$ cat config.mk
export PLATFORM = sky130hd
export DESIGN_NAME = narnet_core
export DESIGN_NICKNAME = d
export VERILOG_FILES = /design/src/rtl/narnet_pkg.sv /design/src/rtl/narnet_mac.sv /design/src/rtl/narnet_core.sv
export SDC_FILE = /design/constraint.sdc
export NUM_CORES = 2
export LEC_CHECK = 0
export BUFFER_PORTS_ARGS = -buffer_cell sky130_fd_sc_hd__buf_2
export CAP_MARGIN = 15
export CORE_MARGIN = 2
export CORE_UTILIZATION = 35
export DETAILED_ROUTE_END_ITERATION = 10
export GPL_TIMING_DRIVEN = 0
export SYNTH_ARGS = -nofsm -noshare
export SYNTH_HDL_FRONTEND = slang
export SYNTH_SLANG_ARGS = --single-unit
$ cat constraint.sdc
create_clock -name clk -period 12.85 [get_ports clk]
set_clock_uncertainty 0.05 [all_clocks]
set_input_delay 2.57 -clock clk [delete_from_list [all_inputs] [get_ports clk]]
set_output_delay 2.57 -clock clk [all_outputs]
set_load 0.01 [all_outputs]
$ cat src/rtl/narnet_pkg.sv
// Shared definitions for the NARNET core: FSM states, weight ROM map and
// the fixed-point shift/saturate helper used by the MAC.
package narnet_pkg;

  typedef enum logic [2:0] {StIdle, StPush, StL1, StTanh, StL2, StOut} state_e;

  // Wide enough for any supported accumulator; callers sign-extend into it.
  localparam int unsigned MaxW = 128;

  function automatic int unsigned b1_addr(input int unsigned h);
    return h;
  endfunction

  function automatic int unsigned w1_addr(input int unsigned h, input int unsigned d,
                                          input int unsigned hn, input int unsigned dn);
    return hn + h * dn + d;
  endfunction

  function automatic int unsigned w2_addr(input int unsigned h, input int unsigned hn,
                                          input int unsigned dn);
    return hn + hn * dn + h;
  endfunction

  function automatic int unsigned b2_addr(input int unsigned hn, input int unsigned dn);
    return hn + hn * dn + hn;
  endfunction

  // Floor-shift by q, then clamp to the n-bit signed range.
  function automatic logic signed [MaxW-1:0] sat_shift(input logic signed [MaxW-1:0] a,
                                                       input int unsigned n,
                                                       input int unsigned q);
    logic signed [MaxW-1:0] s;
    logic signed [MaxW-1:0] hi;
    logic signed [MaxW-1:0] lo;
    s  = a >>> q;
    hi = (MaxW'(1) << (n - 1)) - MaxW'(1);
    lo = ~hi;
    if (s > hi) return hi;
    if (s < lo) return lo;
    return s;
  endfunction

endpackage

$ cat src/rtl/narnet_mac.sv
// Shared signed multiply-accumulate with clear, bias load, saturated
// N-bit fixed-point result and clip flag.
module narnet_mac import narnet_pkg::*; #(
  parameter int unsigned N    = 16,
  parameter int unsigned Q    = 10,
  parameter int unsigned AccW = 37
) (
  input  logic                clk,
  input  logic                rst,
  input  logic                clr,
  input  logic                load,
  input  logic                en,
  input  logic signed [N-1:0] a,
  input  logic signed [N-1:0] b,
  input  logic signed [N-1:0] bias,
  output logic signed [N-1:0] y,
  output logic                clip
);

  logic signed [AccW-1:0] acc_q;
  logic signed [2*N-1:0]  prod;
  logic signed [MaxW-1:0] ext;
  logic signed [MaxW-1:0] sat_val;

  assign prod = (2*N)'(a) * (2*N)'(b);

  always_ff @(posedge clk) begin
    if (rst || clr) begin
      acc_q <= '0;
    end else if (load) begin
      acc_q <= AccW'(bias) <<< Q;
    end else if (en) begin
      acc_q <= acc_q + AccW'(prod);
    end
  end

  assign ext     = MaxW'(acc_q);
  assign sat_val = sat_shift(ext, N, Q);
  assign y       = sat_val[N-1:0];
  assign clip    = (sat_val != (ext >>> Q));

endmodule

$ cat src/rtl/narnet_core.sv
// NARX-style tapped-delay neural net: one hidden tanh layer and a linear
// output, evaluated sequentially on a single shared MAC.
module narnet_core import narnet_pkg::*; #(
  parameter int unsigned        N    = 16,
  parameter int unsigned        Q    = 10,
  parameter int unsigned        D    = 16,
  parameter int unsigned        H    = 5,
  parameter logic signed [N-1:0] INIT = 16'sd384,
  localparam int unsigned       AW   = $clog2(H*D + 2*H + 1)
) (
  input  logic                clk,
  input  logic                rst,
  input  logic                in_valid,
  output logic                in_ready,
  input  logic signed [N-1:0] x_in,
  input  logic                mode,
  output logic [AW-1:0]       w_addr,
  input  logic signed [N-1:0] w_data,
  output logic signed [N-1:0] t_addr,
  input  logic signed [N-1:0] t_data,
  output logic signed [N-1:0] y_out,
  output logic                out_valid,
  output logic                sat
);

  localparam int unsigned AccW = 2*N + $clog2(D + 1);
  localparam int unsigned KW   = $clog2(((D > H) ? D : H) + 2);
  localparam int unsigned HW   = (H > 1) ? $clog2(H) : 1;
  localparam int unsigned PW   = $clog2(D);
  localparam int unsigned SW   = $clog2(2*D);

  state_e              state_q;
  logic [KW-1:0]       k_q;
  logic [HW-1:0]       h_q;
  logic [PW-1:0]       wptr_q;
  logic signed [N-1:0] push_q;
  logic                hclip_q;
  logic signed [N-1:0] taps_q [D];
  logic signed [N-1:0] hid_q  [H];

  logic                mac_clr, mac_load, mac_en, mac_clip;
  logic signed [N-1:0] mac_b, mac_y;
  logic [SW-1:0]       tap_sum;
  logic [PW-1:0]       tap_idx;
  logic [HW-1:0]       hidx;

  assign in_ready = (state_q == StIdle);

  // Tap d = k_q-1 sits just behind the write pointer: wptr-1-d modulo D.
  assign tap_sum = SW'(wptr_q) + SW'(D) - SW'(k_q);
  assign tap_idx = (tap_sum >= SW'(D)) ? PW'(tap_sum - SW'(D)) : PW'(tap_sum);
  assign hidx    = HW'(k_q - KW'(2));
  assign mac_clr = (state_q == StIdle);

  always_comb begin
    mac_load = 1'b0;
    mac_en   = 1'b0;
    mac_b    = '0;
    case (state_q)
      StL1: begin
        mac_load = (k_q == '0);
        mac_en   = (k_q != '0) && (k_q <= KW'(D));
        mac_b    = taps_q[tap_idx];
      end
      StL2: begin
        mac_load = (k_q == KW'(1));
        mac_en   = (k_q >= KW'(2));
        mac_b    = hid_q[hidx];
      end
      default: ;
    endcase
  end

  narnet_mac #(.N(N), .Q(Q), .AccW(AccW)) u_mac (
    .clk  (clk),
    .rst  (rst),
    .clr  (mac_clr),
    .load (mac_load),
    .en   (mac_en),
    .a    (w_data),
    .b    (mac_b),
    .bias (w_data),
    .y    (mac_y),
    .clip (mac_clip)
  );

  always_ff @(posedge clk) begin
    if (rst) begin
      state_q   <= StIdle;
      k_q       <= '0;
      h_q       <= '0;
      wptr_q    <= '0;
      push_q    <= '0;
      hclip_q   <= 1'b0;
      w_addr    <= '0;
      t_addr    <= '0;
      y_out     <= '0;
      sat       <= 1'b0;
      out_valid <= 1'b0;
      for (int i = 0; i < int'(D); i++) taps_q[i] <= INIT;
      for (int i = 0; i < int'(H); i++) hid_q[i] <= '0;
    end else begin
      out_valid <= 1'b0;
      case (state_q)
        StIdle: begin
          w_addr <= '0;
          if (in_valid) begin
            push_q  <= mode ? y_out : x_in;
            hclip_q <= 1'b0;
            state_q <= StPush;
          end
        end
        StPush: begin
          taps_q[wptr_q] <= push_q;
          wptr_q  <= (wptr_q == PW'(D - 1)) ? '0 : wptr_q + 1'b1;
          w_addr  <= AW'(w1_addr(0, 0, H, D));
          k_q     <= '0;
          h_q     <= '0;
          state_q <= StL1;
        end
        StL1: begin
          // Address leads the MAC by one cycle to cover the ROM latency.
          if (k_q <= KW'(D - 2)) w_addr <= AW'(w1_addr(32'(h_q), 32'(k_q) + 1, H, D));
          else if (k_q == KW'(D)) w_addr <= AW'(b1_addr(32'(h_q) + 1));
          else if (k_q == KW'(D + 1)) w_addr <= AW'(w1_addr(32'(h_q) + 1, 0, H, D));
          if (k_q == KW'(D + 1)) begin
            hid_q[h_q] <= mac_y;
            hclip_q    <= hclip_q | mac_clip;
            k_q        <= '0;
            if (h_q == HW'(H - 1)) begin
              h_q     <= '0;
              state_q <= StTanh;
            end else begin
              h_q <= h_q + 1'b1;
            end
          end else begin
            k_q <= k_q + 1'b1;
          end
        end
        StTanh: begin
          // LUT result for neuron j-1 lands while neuron j's address is issued.
          if (k_q == '0) begin
            t_addr <= hid_q[h_q];
            if (h_q != '0) hid_q[h_q - 1'b1] <= t_data;
            k_q <= KW'(1);
          end else begin
            k_q <= '0;
            if (h_q == HW'(H - 1)) begin
              h_q     <= '0;
              w_addr  <= AW'(b2_addr(H, D));
              state_q <= StL2;
            end else begin
              h_q <= h_q + 1'b1;
            end
          end
        end
        StL2: begin
          if (k_q == '0) hid_q[HW'(H - 1)] <= t_data;
          if (k_q < KW'(H)) w_addr <= AW'(w2_addr(32'(k_q), H, D));
          if (k_q == KW'(H + 1)) state_q <= StOut;
          else k_q <= k_q + 1'b1;
        end
        StOut: begin
          y_out     <= mac_y;
          sat       <= hclip_q | mac_clip;
          out_valid <= 1'b1;
          w_addr    <= '0;
          t_addr    <= '0;
          k_q       <= '0;
          state_q   <= StIdle;
        end
        default: state_q <= StIdle;
      endcase
    end
  end

endmodule

### Word-level counts from Yosys, hierarchy flattened

Memory sizes are Yosys's and may differ from the RTL's. A register that Yosys moved wholly into a read port is not among the register bits.
Cells that the tools add are included.

* memory bits (writable): 336
* input bits: 52
* memories: 2
* logic and storage cells: 160
* flip-flop bits (word level): 110

* add/sub/neg operators: 15
* order comparisons: 7
* eq/ne operators: 22
* reduce and logical (&&, ||, !) cells: 25
* $mul: 1
* bitwise operators: 2
* multiplexer cells: 73

Memories
* taps_q: words 16, bits a word 16, rd ports 1, clocked after Yosys merged registers in 0, write ports 16, line narnet_core.sv:38 `logic signed [N-1:0] taps_q [D];`
* hid_q: words 5, bits a word 16, rd ports 2, clocked after Yosys merged registers in 1, write ports 5, line narnet_core.sv:39 `logic signed [N-1:0] hid_q [H];`

Operators with widths (number)
* 128-bit 2-to-1 mux: 4
* 128-bit by 27-bit != test with 1-bit output: 1
* 16-bit 2-to-1 mux: 6
* 37-bit 2-to-1 mux: 2
* 16-bit case mux with 2 select lines: 2
* 16-bit OR reduction: 3
* 7-bit 2-to-1 mux: 6
* 3-bit 2-to-1 mux: 13
* 37-bit by 32-bit adder with 37-bit output: 1
* 7-bit case mux with 5 select lines: 1
* 16-bit by 16-bit multiplier with 32-bit output: 1
* 1-bit 2-to-1 mux: 28
* 27-bit by 16-bit greater-than comparator with 1-bit output, second input constant: 1
* 27-bit by 16-bit less-than comparator with 1-bit output, second input constant: 1
* 5-bit case mux with 4 select lines: 1
* 2-bit != test, second input constant: 9
* 3-bit case mux with 5 select lines: 1
* 3-bit by 7-bit adder with 7-bit output, first input constant: 2
* 4-bit 2-to-1 mux: 3
* 5-bit equality test, second input constant: 2
* 5-bit 2-to-1 mux: 2
* 5-bit nonzero test: 2
* 3-bit equality test, second input constant: 3
* 3-bit case mux with 3 select lines: 1
* other kinds (37): 49

### Logic depth before layout (Yosys ltp)

An unclocked memory read counts as a cell.

* word-level depth: 10
* mapped depth: 36

### Cells and area by module

Synthesis repeated with hierarchy kept, for this count alone.

* cell total of the unflattened synthesis: 3107
* area total of the unflattened synthesis: 36145.9 sq um

Modules (own cells, without submodules)
* narnet_core: cells each 1622, sequential area each 13052.5 sq um, area each 22665.5 sq um, instances 1
* narnet_mac: cells each 1485, sequential area each 740.7 sq um, area each 13480.4 sq um, instances 1

### Least setup slack after synthesis

OpenSTA, ideal clock, no wires.

* path kind: reg-to-reg
* from: register k_q[1]
* to: register u_mac.acc_q[35]
* required time: 12708 ps
* cell stages (with the launch flop): 37
* setup time: 92 ps
* data arrival time: 9143 ps
* setup slack: 3565 ps
* cell sequence: dfxtp_1 > clkbuf_1 > buf_1 > inv_1 > fa_1 > buf_2 > buf_2 > buf_2 > mux4_2 > mux2i_1 > nand2_1 > o21ai_0 > o22ai_1 > clkbuf_1 > nand2_1 > fa_1 > inv_1 > fa_1 > inv_1 > fa_1 > inv_1 > fa_1 > fa_1 > inv_1 > fa_1 > inv_1 > ha_1 > clkbuf_1 > a21oi_1 > o211ai_1 > a211oi_1 > o21bai_1 > a21oi_2 > o221ai_2 > o41ai_1 > mux2_2 > o32ai_1

* cells in the longest elaborated chain, start to end: 9
* elaborated cells on any way between the ends: 21

RTL lines
* start: declaration: line narnet_core.sv:33 `logic [KW-1:0] k_q;`
* start signal: assignment: line narnet_core.sv:137 `k_q <= k_q + 1'b1;`
* start signal: assignment: line narnet_core.sv:161 `else k_q <= k_q + 1'b1;`
* 5-bit subtractor: line narnet_core.sv:50 `assign tap_sum = SW'(wptr_q) + SW'(D) - SW'(k_q);`
* 4-bit by 1-bit subtractor with 4-bit output / 5-bit greater-or-equal comparator (equally long branches): line narnet_core.sv:51 `assign tap_idx = (tap_sum >= SW'(D)) ? PW'(tap_sum - SW'(D)) : PW'(tap_sum);`
* 4-bit 2-to-1 mux: line narnet_core.sv:51
* memory read 16 x 16 bit
* 16-bit case mux with 2 select lines: line narnet_core.sv:59 `case (state_q)`
* 16-bit by 16-bit multiplier with 32-bit output: line narnet_mac.sv:25 `assign prod = (2*N)'(a) * (2*N)'(b);`
* 37-bit by 32-bit adder with 37-bit output: line narnet_mac.sv:33 `acc_q <= acc_q + AccW'(prod);`
* 37-bit 2-to-1 mux: line narnet_mac.sv:32 `end else if (en) begin`
* 37-bit 2-to-1 mux: line narnet_mac.sv:30 `end else if (load) begin`
* end signal: assignment: line narnet_mac.sv:31 `acc_q <= AccW'(bias) <<< Q;`
* end signal: assignment: line narnet_mac.sv:33
* end: declaration: line narnet_mac.sv:20 `logic signed [AccW-1:0] acc_q;`

Several ways; a longest one is shown, not always the timed one. The select of a mux whose other input is x is not followed.
A chain may end at the register's enable or synchronous reset.

### Worst setup path after layout

* from: register k_q[1]
* to: register u_mac.acc_q[36]

The elaborated chain is that of the path after synthesis.

==> impl_metrics.py <==
metrics = {
    "drt": {
        "drt_pre_antenna_iters": 6,
        "drc": 0,
        "antenna_left": 0,
        "drt_wl_total_um": 104000,
        "viasPerCell": 5.28,
        "initialDrtViolationCount": 2312,
        "wire_per_inst_um": 22.7,
        "route.vias.total": 24200,
    },
    "job": {
        "cap_violations": 0,
    },
    "clocking": {
        "clkLatencyLatePin_ps": 650,
        "cts_inserted_buffers": 55,
        "htreeDepth": 2,
        "clock-sinks": 497,
        "clock_tree.root_cell": "clkbuf_16",
        "reg_clk_slew_reported_paths_ps": 60,
        "cts_buffer_depth": 3,
        "tritoncts": "done",
    },
    "power": {
        "power.share.sequential_pct": 18.9,
        "powerDensity_nw_per_um2": 259,
        "max-vdd-ir-drop_v": 0.000263,
        "cell_internal_pwr_mw": 5.30,
        "power_switching_share_pct": 47.8,
        "power.combinational.fraction_pct": 65.7,
        "leakagePower_nw": 16.1,
        "netSwitchingPower_mw": 4.86,
        "clock_power_share_pct": 15.4,
    },
    "place": {
        "placed_wire_length_estimate_after_detailed_placement_um": 80100,
        "place.gp.congestion": 0.897,
        "port-buffer-count": 91,
        "pre_cts_slack_ps": 320,
    },
    "sta": {
        "rsz0062_at_grt": "no",
        "final.hold.worst_slack_ps": 408,
        "least_margin_pin_slew_ps": 1260,
        "finalCritPeriodShare_pct": 93.6,
        "maxSlewHeadroom_pct": 16.0,
        "postLayoutSetupSlackWorst_ps": 823,
        "final-hold-violation-count": 0,
        "setup-violations-final": 0,
        "slew_violations": 0,
        "fin_setup_tns_ps": 0,
        "min_period_ps": 12030,
        "max_clock_freq_mhz": 83.1,
    },
    "setup_path": {
        "worst-setup-path-type": "reg2reg",
        "critical_path.startpoint_type": "register",
        "cp_num_buf_inv": 10,
        "end_kind": "register",
        "worstPathArrival_ps": 12490,
        "timing.critical_path.required_ps": 13310,
        "max_stage_delay_ps": 720,
        "critical_path.slowest_cell": "o22ai_1",
        "cp_max_fo": 10,
        "crit_path_frequent_cell": "fa_1",
        "cpLargestDelayFamily": "adder cells",
    },
    "synthesis": {
        "synthCells": 3077,
        "synth_top_cell_by_area": "edfxtp_1",
        "synth_top_cells_by_count": "384 x edfxtp_1, 365 x inv_1, 353 x and2_1",
        "ys.flop_type": "edfxtp_1",
        "syn_area_per_cell_um2": 11.4,
        "flops_latches_synth": 497,
        "synth.net_count": 3579,
        "synth_sequential_area_ratio_pct": 39.2,
        "synth_cell_types": 68,
        "yosys_warnings": 0,
        "yosysMostFrequentCell": "edfxtp_1",
        "synth-edff-count": 384,
        "async_reset_ff_share_pct": 0,
        "synth_top_area_share_pct": 32.8,
        "synth_top_cells_by_area": "edfxtp_1 33%, fa_1 18%, mux4_2 8.2%",
        "synthesis.area_um2": 35200,
    },
    "die": {
        "design.die.area_um2": 103000,
        "coreArea_um2": 99900,
        "die_w_um": 321,
        "core.rowCount": 116,
        "dieHeight_um": 321,
        "initial_core_util_pct": 35.2,
        "boundaryPins": 94,
    },
    "layout": {
        "area_delta_synth_final_pct": 11.5,
        "layout.area.seq_um2": 13800,
        "nets": 3740,
        "area_of_the_multi_input_gates_um2": 19300,
        "filler_cell_count": 9660,
        "drive_above_1_share_pct": 12.5,
        "final_util_pct": 39.3,
    },
    "global_route": {
        "grt_usage_pct": 20.6,
        "largest_net_degree_at_the_start_of_global_routing": 23,
        "grt-ovfl-total": 0,
        "grt_pass1_vias": 24700,
        "antenna_violations_before_repair": 4,
        "grt_first_pass_wirelength_um": 158000,
    },
    "outcome": {
        "status": "complete, no violations",
    },
    "min_path": {
        "timing.hold.worst.class": "reg2reg",
    },
}
==> power by group through the flow <==
stage / clock network [mW] / registers [mW] / logic [mW]
final: 1.56 / 1.92 / 6.67
after global routing: 1.64 / 1.93 / 7.60
after CTS: 1.58 / 1.92 / 6.65
after detailed placement: 0 / 1.96 / 6.58
after global placement: 0 / 1.95 / 6.57
after floorplan: 0 / 1.93 / 4.83
==> final cells by class <==
| type | instances | share of cell area (%) |
|---|---|---|
| clock inverter | 37 | 0.874 |
| inverter | 365 | 3.49 |
| multi-input combinational | 2038 | 49.2 |
| tap | 1298 | 4.14 |
| antenna | 3 | 0.0191 |
| clock buffer | 67 | 3.67 |
| sequential | 497 | 35.2 |
| timing repair buffer | 104 | 1.58 |
| buffer | 177 | 1.84 |
==> worst min-delay path, cell delays in order (launching register included) <==
cell and delay (ps):
dfxtp_1 310, nand2_1 50, a21oi_1 50
==> what timing repair did <==
item / in CTS / in global routing
hold buffers: 0 / 0
endpoints found under the setup margin: 0 / 5
setup buffers: 0 / 0
gates resized for setup: 0 / 3
==> cells by family after synthesis <==
| family | count (synthesis) | share of synthesized area (%) |
|---|---|---|
| and+or+nand+nor | 993 | 14.2 |
| buffers and inverters | 542 | 5.94 |
| DFF | 497 | 39.2 |
| adders and majority gates | 450 | 22.8 |
| AOI/OAI and AO/OA | 338 | 5.96 |
| muxes | 212 | 10.6 |
| xor gates and xnor gates | 45 | 1.16 |
==> path summary, 6_finish.rpt <==
check                               startpoint         endpoint  slack (ps)  cells after the start
worst max-delay path                    k_q[1]  u_mac.acc_q[36]         820                     33
worst min-delay path            u_mac.acc_q[2]   u_mac.acc_q[2]         410                      2
worst min register to register  u_mac.acc_q[2]   u_mac.acc_q[2]         410                      2
worst max register to register          k_q[1]  u_mac.acc_q[36]         820                     33
==> sequential cells by signal (all words and copies together) (netlist names), 4 cells and up, named ones only <==
signal and count:
t_addr 16, w_addr 7, hid_q 128, taps_q 256, u_mac.acc_q 37, k_q 5, push_q 16, wptr_q 4
y_out 16
==> metrics by stage <==
step                      instance area, um^2  std cells  power (mW)
after detailed placement                37400       4473        8.54
after global placement                  37300       4466        8.53
after CTS                               39200       4577        10.2
after floorplan                         35200       3077        6.76
final                                   39200       4586        10.2
after global routing                    39200       4584        11.2
==> routing by layer <==
layer | global-route usage, % | up-vias | share of wire [%]
met5 | 0 | - | 0
met4 | 6.15 | 0 | 2.9
met3 | 5.10 | 152 | 9.0
met2 | 31.6 | 962 | 45
met1 | 28.8 | 12400 | 43
li1 | - | 10700 | -
==> cell usage in the layout, fill, tap and decap left out, drive strengths merged, types with 15 or more instances in the layout <==
cell,n
mux2,15
xor2,20
clkinv,25
nor3,26
clkbuf,201
buf,147
nor2,268
o22ai,18
fa,320
inv,369
nand2,201
or2,23
xnor2,25
nor2b,19
nand3,18
mux2i,69
dfxtp,113
and2,353
edfxtp,384
a211oi,47
o21ai,63
or3,32
ha,130
nand2b,22
mux4,128
a21oi,134
No activity file was read; power rests on OpenSTA's default activity.
